$ cat config.mk
export PLATFORM = sky130hd
export DESIGN_NAME = alu_seq
export DESIGN_NICKNAME = d
export VERILOG_FILES = /design/src/rtl/alu_pkg.sv /design/src/rtl/alu_iter_muldiv.sv /design/src/rtl/alu_seq.sv
export SDC_FILE = /design/constraint.sdc
export NUM_CORES = 1
export LEC_CHECK = 0
export ABC_AREA = 1
export CAP_MARGIN = 10
export CORE_ASPECT_RATIO = 0.6
export CORE_MARGIN = 3
export CORE_UTILIZATION = 37
export CTS_CLUSTER_DIAMETER = 120
export DETAILED_ROUTE_END_ITERATION = 8
export REMOVE_ABC_BUFFERS = 1
export SLEW_MARGIN = 10
export SYNTH_ARGS = -nofsm -noshare
export SYNTH_HDL_FRONTEND = slang
export SYNTH_SLANG_ARGS = --single-unit
$ cat constraint.sdc
create_clock -name clk -period 3.4 [get_ports clk]
set_input_delay 0.68 -clock clk [delete_from_list [all_inputs] [get_ports clk]]
set_output_delay 0.68 -clock clk [all_outputs]
set_load 0.01 [all_outputs]
$ cat src/rtl/alu_pkg.sv
// Shared opcodes, FSM state type and helpers for the sequential ALU.
// Imported by alu_seq and alu_iter_muldiv.
package alu_pkg;

   localparam int OPW = 4;

   localparam logic [OPW-1:0] OP_AND   = 4'b0000;
   localparam logic [OPW-1:0] OP_OR    = 4'b0001;
   localparam logic [OPW-1:0] OP_ADD   = 4'b0010;
   localparam logic [OPW-1:0] OP_XOR   = 4'b0011;
   localparam logic [OPW-1:0] OP_NOR   = 4'b0100;
   localparam logic [OPW-1:0] OP_SLTU  = 4'b0101;
   localparam logic [OPW-1:0] OP_SUB   = 4'b0110;
   localparam logic [OPW-1:0] OP_SLT   = 4'b0111;
   localparam logic [OPW-1:0] OP_MUL   = 4'b1000;
   localparam logic [OPW-1:0] OP_MULHU = 4'b1001;
   localparam logic [OPW-1:0] OP_DIVU  = 4'b1010;
   localparam logic [OPW-1:0] OP_REMU  = 4'b1011;

   localparam logic MODE_MUL = 1'b0;
   localparam logic MODE_DIV = 1'b1;

   typedef enum logic [1:0] {
      IDLE = 2'd0,
      BUSY = 2'd1,
      DONE = 2'd2
   } state_t;

   function automatic logic is_iter_op(input logic [OPW-1:0] op);
      return (op == OP_MUL) || (op == OP_MULHU) || (op == OP_DIVU) || (op == OP_REMU);
   endfunction

endpackage

$ cat src/rtl/alu_iter_muldiv.sv
// Iterative unsigned multiply (shift-add) and restoring divide, one bit per cycle.
// lo is product low / quotient, hi is product high / remainder.
module alu_iter_muldiv
   import alu_pkg::*;
#(
   parameter int WIDTH = 32
) (
   input  logic             clk,
   input  logic             reset,
   input  logic             start,
   input  logic             mode,
   input  logic [WIDTH-1:0] a,
   input  logic [WIDTH-1:0] b,
   output logic             done,
   output logic [WIDTH-1:0] lo,
   output logic [WIDTH-1:0] hi
);

   localparam int CW = $clog2(WIDTH + 1);

   logic [2*WIDTH-1:0] acc;
   logic [2*WIDTH-1:0] next_acc;
   logic [WIDTH-1:0]   opnd;
   logic [CW-1:0]      count;
   logic               busy;
   logic               div_mode;

   logic [WIDTH:0] mul_sum;
   logic [WIDTH:0] div_trial;
   logic [WIDTH:0] div_diff;

   // acc = {hi, lo}; multiply keeps the multiplier in lo, divide keeps the dividend/quotient in lo
   always_comb begin
      mul_sum   = {1'b0, acc[2*WIDTH-1:WIDTH]} + {1'b0, (acc[0] ? opnd : {WIDTH{1'b0}})};
      div_trial = {acc[2*WIDTH-1:WIDTH], acc[WIDTH-1]};
      div_diff  = div_trial - {1'b0, opnd};
      next_acc  = acc;
      if (div_mode == MODE_DIV) begin
         if (!div_diff[WIDTH]) begin
            next_acc = {div_diff[WIDTH-1:0], acc[WIDTH-2:0], 1'b1};
         end else begin
            next_acc = {div_trial[WIDTH-1:0], acc[WIDTH-2:0], 1'b0};
         end
      end else begin
         next_acc = {mul_sum, acc[WIDTH-1:1]};
      end
   end

   always_ff @(posedge clk) begin
      if (reset) begin
         acc      <= '0;
         opnd     <= '0;
         count    <= '0;
         busy     <= 1'b0;
         done     <= 1'b0;
         div_mode <= MODE_MUL;
      end else if (start) begin
         acc      <= {{WIDTH{1'b0}}, ((mode == MODE_DIV) ? a : b)};
         opnd     <= (mode == MODE_DIV) ? b : a;
         count    <= '0;
         busy     <= 1'b1;
         done     <= 1'b0;
         div_mode <= mode;
      end else if (busy) begin
         acc   <= next_acc;
         count <= count + CW'(1);
         if (count == CW'(WIDTH - 1)) begin
            busy <= 1'b0;
            done <= 1'b1;
         end
      end
   end

   assign lo = acc[WIDTH-1:0];
   assign hi = acc[2*WIDTH-1:WIDTH];

endmodule

$ cat src/rtl/alu_seq.sv
// Handshaked ALU: single-cycle logic/arith ops plus iterative mul/div, with the
// result held registered until the consumer takes it.
module alu_seq
   import alu_pkg::*;
#(
   parameter int WIDTH = 32,
   parameter int OPW   = alu_pkg::OPW
) (
   input  logic             clk,
   input  logic             reset,
   input  logic             in_valid,
   output logic             in_ready,
   input  logic [WIDTH-1:0] A,
   input  logic [WIDTH-1:0] B,
   input  logic [OPW-1:0]   control,
   output logic             out_valid,
   input  logic             out_ready,
   output logic [WIDTH-1:0] result,
   output logic             zero,
   output logic             overflow,
   output logic             illegal,
   output state_t           state
);

   // Handshakes: a transfer happens on a rising edge where valid and ready are both 1.
   // out_valid stays high with stable outputs until that edge; in_valid is ignored unless in_ready.

   state_t next_state;

   logic [WIDTH-1:0] sum;
   logic [WIDTH-1:0] diff;
   logic [WIDTH-1:0] alu_res;
   logic             alu_ovf;
   logic             alu_ill;
   logic [OPW-1:0]   op_q;
   logic             start;
   logic             load_alu;
   logic             load_iter;
   logic             clear_out;
   logic             iter_done;
   logic [WIDTH-1:0] iter_lo;
   logic [WIDTH-1:0] iter_hi;
   logic [WIDTH-1:0] iter_res;
   logic             iter_mode;

   assign sum  = A + B;
   assign diff = A - B;

   always_comb begin
      alu_res = '0;
      alu_ovf = 1'b0;
      alu_ill = 1'b0;
      case (control)
         OP_AND:  alu_res = A & B;
         OP_OR:   alu_res = A | B;
         OP_XOR:  alu_res = A ^ B;
         OP_NOR:  alu_res = ~(A | B);
         OP_SLTU: alu_res = {{(WIDTH-1){1'b0}}, (A < B)};
         OP_SLT:  alu_res = {{(WIDTH-1){1'b0}}, ($signed(A) < $signed(B))};
         OP_ADD: begin
            alu_res = sum;
            alu_ovf = (A[WIDTH-1] == B[WIDTH-1]) && (sum[WIDTH-1] != A[WIDTH-1]);
         end
         OP_SUB: begin
            alu_res = diff;
            alu_ovf = (A[WIDTH-1] != B[WIDTH-1]) && (diff[WIDTH-1] != A[WIDTH-1]);
         end
         OP_MUL, OP_MULHU, OP_DIVU, OP_REMU: alu_res = '0;
         default: alu_ill = 1'b1;
      endcase
   end

   assign iter_mode = ((control == OP_DIVU) || (control == OP_REMU)) ? MODE_DIV : MODE_MUL;
   assign iter_res  = ((op_q == OP_MUL) || (op_q == OP_DIVU)) ? iter_lo : iter_hi;

   alu_iter_muldiv #(.WIDTH(WIDTH)) u_iter (
      .clk   (clk),
      .reset (reset),
      .start (start),
      .mode  (iter_mode),
      .a     (A),
      .b     (B),
      .done  (iter_done),
      .lo    (iter_lo),
      .hi    (iter_hi)
   );

   always_comb begin
      next_state = state;
      in_ready   = 1'b0;
      out_valid  = 1'b0;
      start      = 1'b0;
      load_alu   = 1'b0;
      load_iter  = 1'b0;
      clear_out  = 1'b0;
      case (state)
         IDLE: begin
            in_ready = 1'b1;
            if (in_valid) begin
               if (is_iter_op(control)) begin
                  start      = 1'b1;
                  next_state = BUSY;
               end else begin
                  load_alu   = 1'b1;
                  next_state = DONE;
               end
            end
         end
         BUSY: begin
            if (iter_done) begin
               load_iter  = 1'b1;
               next_state = DONE;
            end
         end
         DONE: begin
            out_valid = 1'b1;
            if (out_ready) begin
               clear_out  = 1'b1;
               next_state = IDLE;
            end
         end
         default: next_state = IDLE;
      endcase
   end

   // Outputs are cleared on the handshake so zero reads 0 whenever out_valid is low
   always_ff @(posedge clk) begin
      if (reset) begin
         state    <= IDLE;
         op_q     <= OP_AND;
         result   <= '0;
         zero     <= 1'b0;
         overflow <= 1'b0;
         illegal  <= 1'b0;
      end else begin
         state <= next_state;
         if (start) begin
            op_q <= control;
         end
         if (load_alu) begin
            result   <= alu_res;
            zero     <= (alu_res == '0);
            overflow <= alu_ovf;
            illegal  <= alu_ill;
         end else if (load_iter) begin
            result   <= iter_res;
            zero     <= (iter_res == '0);
            overflow <= 1'b0;
            illegal  <= 1'b0;
         end else if (clear_out) begin
            result   <= '0;
            zero     <= 1'b0;
            overflow <= 1'b0;
            illegal  <= 1'b0;
         end
      end
   end

endmodule
==> reports/qor.yml <==
outcome: "finished, final reports clean"
synth-seq-area-share: 0.162
hold_viol: 0
power.internal_uw: 4300
ys_types: 52
grt_usage: 0.359
slew_violations: 0
place_area_sq_mm: 0.0227
setup_viol: 0
worstSkewPairLatency_ns: 0.47
slew_headroom: 0.244
synth_top_cells_by_count: "769 x nand2_1, 462 x inv_1, 308 x o21ai_0"
pwr-share-seq: 0.238
worstPathMaxFanout: 5
switching_share: 0.462
num_antenna_cells: 0
utilization: 0.504
design_area_sq_mm: 0.0238
routed_wl_um: 95000
rrSetupSlack_ns: 0.11
drive_above_1_share: 0.171
place_inst: 4161
row_count: 61
maxCapViolations: 0
synth_top_area_frac: 0.162
synth_seq_cells: 145
critPathCaptureType: "register"
num-nets-final: 3791
cts_htree_levels: 4
worst_pin_slew_ns: 1.12
use_met3: 0.100
power_density_mw_per_mm2: 337
fin_skew_ns: 0.0168
period_share: 0.975
clk_pin_slew_worst_paths_ns: 0.09
numCtsBuffers: 17
synth-async-reset-ratio: 0
fin_tns_setup_ns: 0
dieArea_sq_mm: 0.0513
cts_tree: "built"
hpwl_um: 79100
yosys.area.top_type: "dfxtp_1"
cts_buffer_depth: 2
globalRouteOverflowTotal: 0
power_switching_uw: 3690
critical_path_class: "in2reg"
syn2layout_area_growth_pct: 32.2
max_freq_mhz: 302
syn-instance-count: 3114
ant_nets: 0
drt_iter0_markers: 3456
first_pass_iters: 6
crit_path_start_kind: "input pin"
antenna_found_initial: 1
gp_congestion: 1.02
vias: 23900
grt_pass1_wl_um: 139000
p_clk_frac: 0.258
root_buffer: "clkbuf_16"
netlist_area_sq_mm: 0.0180
chipHeight_um: 177
cts-hold-fix-buffers: 0
required_ns: 3.79
ir_drop_mv: 0.399
start_util: 0.381
grt_max_degree: 64
synth-edff-count: 0
die_x_um: 290
clkSinkCount: 145
pin_count: 111
synth_most_common_cell: "nand2_1"
avgRoutedWirePerCell_um: 22.6
yosys_warnings: 0
io_buffers: 110
coreArea_sq_mm: 0.0471
drc: 0
min_period_ns: 3.31
via_per_inst: 5.70
synth_flop_cell: "dfxtp_1"
min_path_type: "reg2reg"
n_fill_cell: 5002
comb_power_share: 0.503
syn_area_per_cell_sq_um: 5.77
arrival_ns: 3.71
layout.cells.non_filler: 4194
ys_top_cells_by_area: "dfxtp_1 16%, nand2_1 16%, ha_1 11%"
grt_util_met1: 0.569
p_leak_uw: 0.0118
power_uw: 7990
grt.busiest_layer: "met1"
grt_pass1_vias: 21500
grt_util_met2: 0.467
==> worst max-delay path, cell delays in order <==
cell and delay, ns:
clkdlybuf4s50_1 0.49, inv_1 0.09, ha_4 0.31, buf_4 0.17, inv_2 0.04, nand2_1 0.05
nand2_1 0.16, inv_1 0.17, nand3_4 0.13, nand2_1 0.10, nand2_2 0.13, nor2_1 0.13
nor2_1 0.07, nor2_2 0.23, nand3_4 0.15, nor2_1 0.11, nand2_1 0.09, nor2_4 0.18
nand3_1 0.10, a21oi_1 0.12
==> timing repair <==
action / CTS / global route
hold endpoints to repair: 0 / 0
endpoints found under the setup margin: 2 / 9
gates resized for setup: 16 / 83
pin swaps: 0 / 5
cloned: 0 / 0
setup buffers: 0 / 1
==> power groups by stage <==
stage | registers (uW) | clock network [uW] | logic [uW]
final | 1900 | 2070 | 4020
after global routing | 1910 | 2150 | 4310
after CTS | 1900 | 2080 | 3800
after detailed placement | 1940 | 0 | 3770
after global placement | 1940 | 0 | 3770
after floorplan | 1920 | 0 | 1910
==> area by class of cell <==
cell class              count  area, sq um  share of cell area
well taps                 630          788              0.0332
multi-input cells        2348        13000               0.548
repair buffers            553         4610               0.194
clock buffers              17          425              0.0179
flip-flops and latches    145         2910               0.122
clock inverters            15          189             0.00795
inverters                 486         1820              0.0768
==> placed cells by master, fill, tap and decap left out, drive strengths merged, types with 107 or more instances in the layout <==
cell	Yosys	final
inv	483	489
a21oi	236	236
buf	55	444
dfxtp	145	145
nor2	264	264
nand3	209	209
clkdlybuf4s50	0	107
nand2	777	777
ha	164	164
o21ai	324	324
==> registers in the layout, summed over array words and instances, names as in the netlist <==
name	cells
u_iter.busy	1
overflow	1
u_iter.opnd	32
op_q	3
u_iter.count	6
state	2
u_iter.div_mode	1
result	32
illegal	1
zero	1
u_iter.acc	64
u_iter.done	1
==> metal layers <==
metal	wire length [um]	vias up
li1	-	11200
met1	46200	11200
met2	34400	1357
met3	12300	116
met4	2010	2
met5	9	-
==> kinds of logic after synthesis <==
kind of cell / count (synthesis) / synth area share
flip-flops: 145 / 0.162
AO/OA/AOI/OAI: 788 / 0.251
adder cells (fa/ha/maj): 168 / 0.119
XOR/XNOR: 37 / 0.0180
AND/OR/NAND/NOR: 1354 / 0.314
multiplexers: 1 / 0.000557
buffers and inverters: 621 / 0.136
==> stage by stage <==
step | worst slack, ns | hold WS, ns
after global placement | -0.840 | 0.452
after CTS | 0.00782 | 0.482
after detailed placement | -0.810 | 0.469
after global routing | -0.0102 | 0.511
after floorplan | -0.531 | 0.416
final | 0.0861 | 0.469
==> worst paths after layout <==
kind | startpoint | end | cells past startpoint
max | A[5] | zero | 20
min | op_q[2] | op_q[2] | 2
max reg2reg | u_iter.acc[0] | u_iter.acc[53] | 15
min reg2reg | op_q[2] | op_q[2] | 2
No activity file was read; power rests on OpenSTA's default activity.
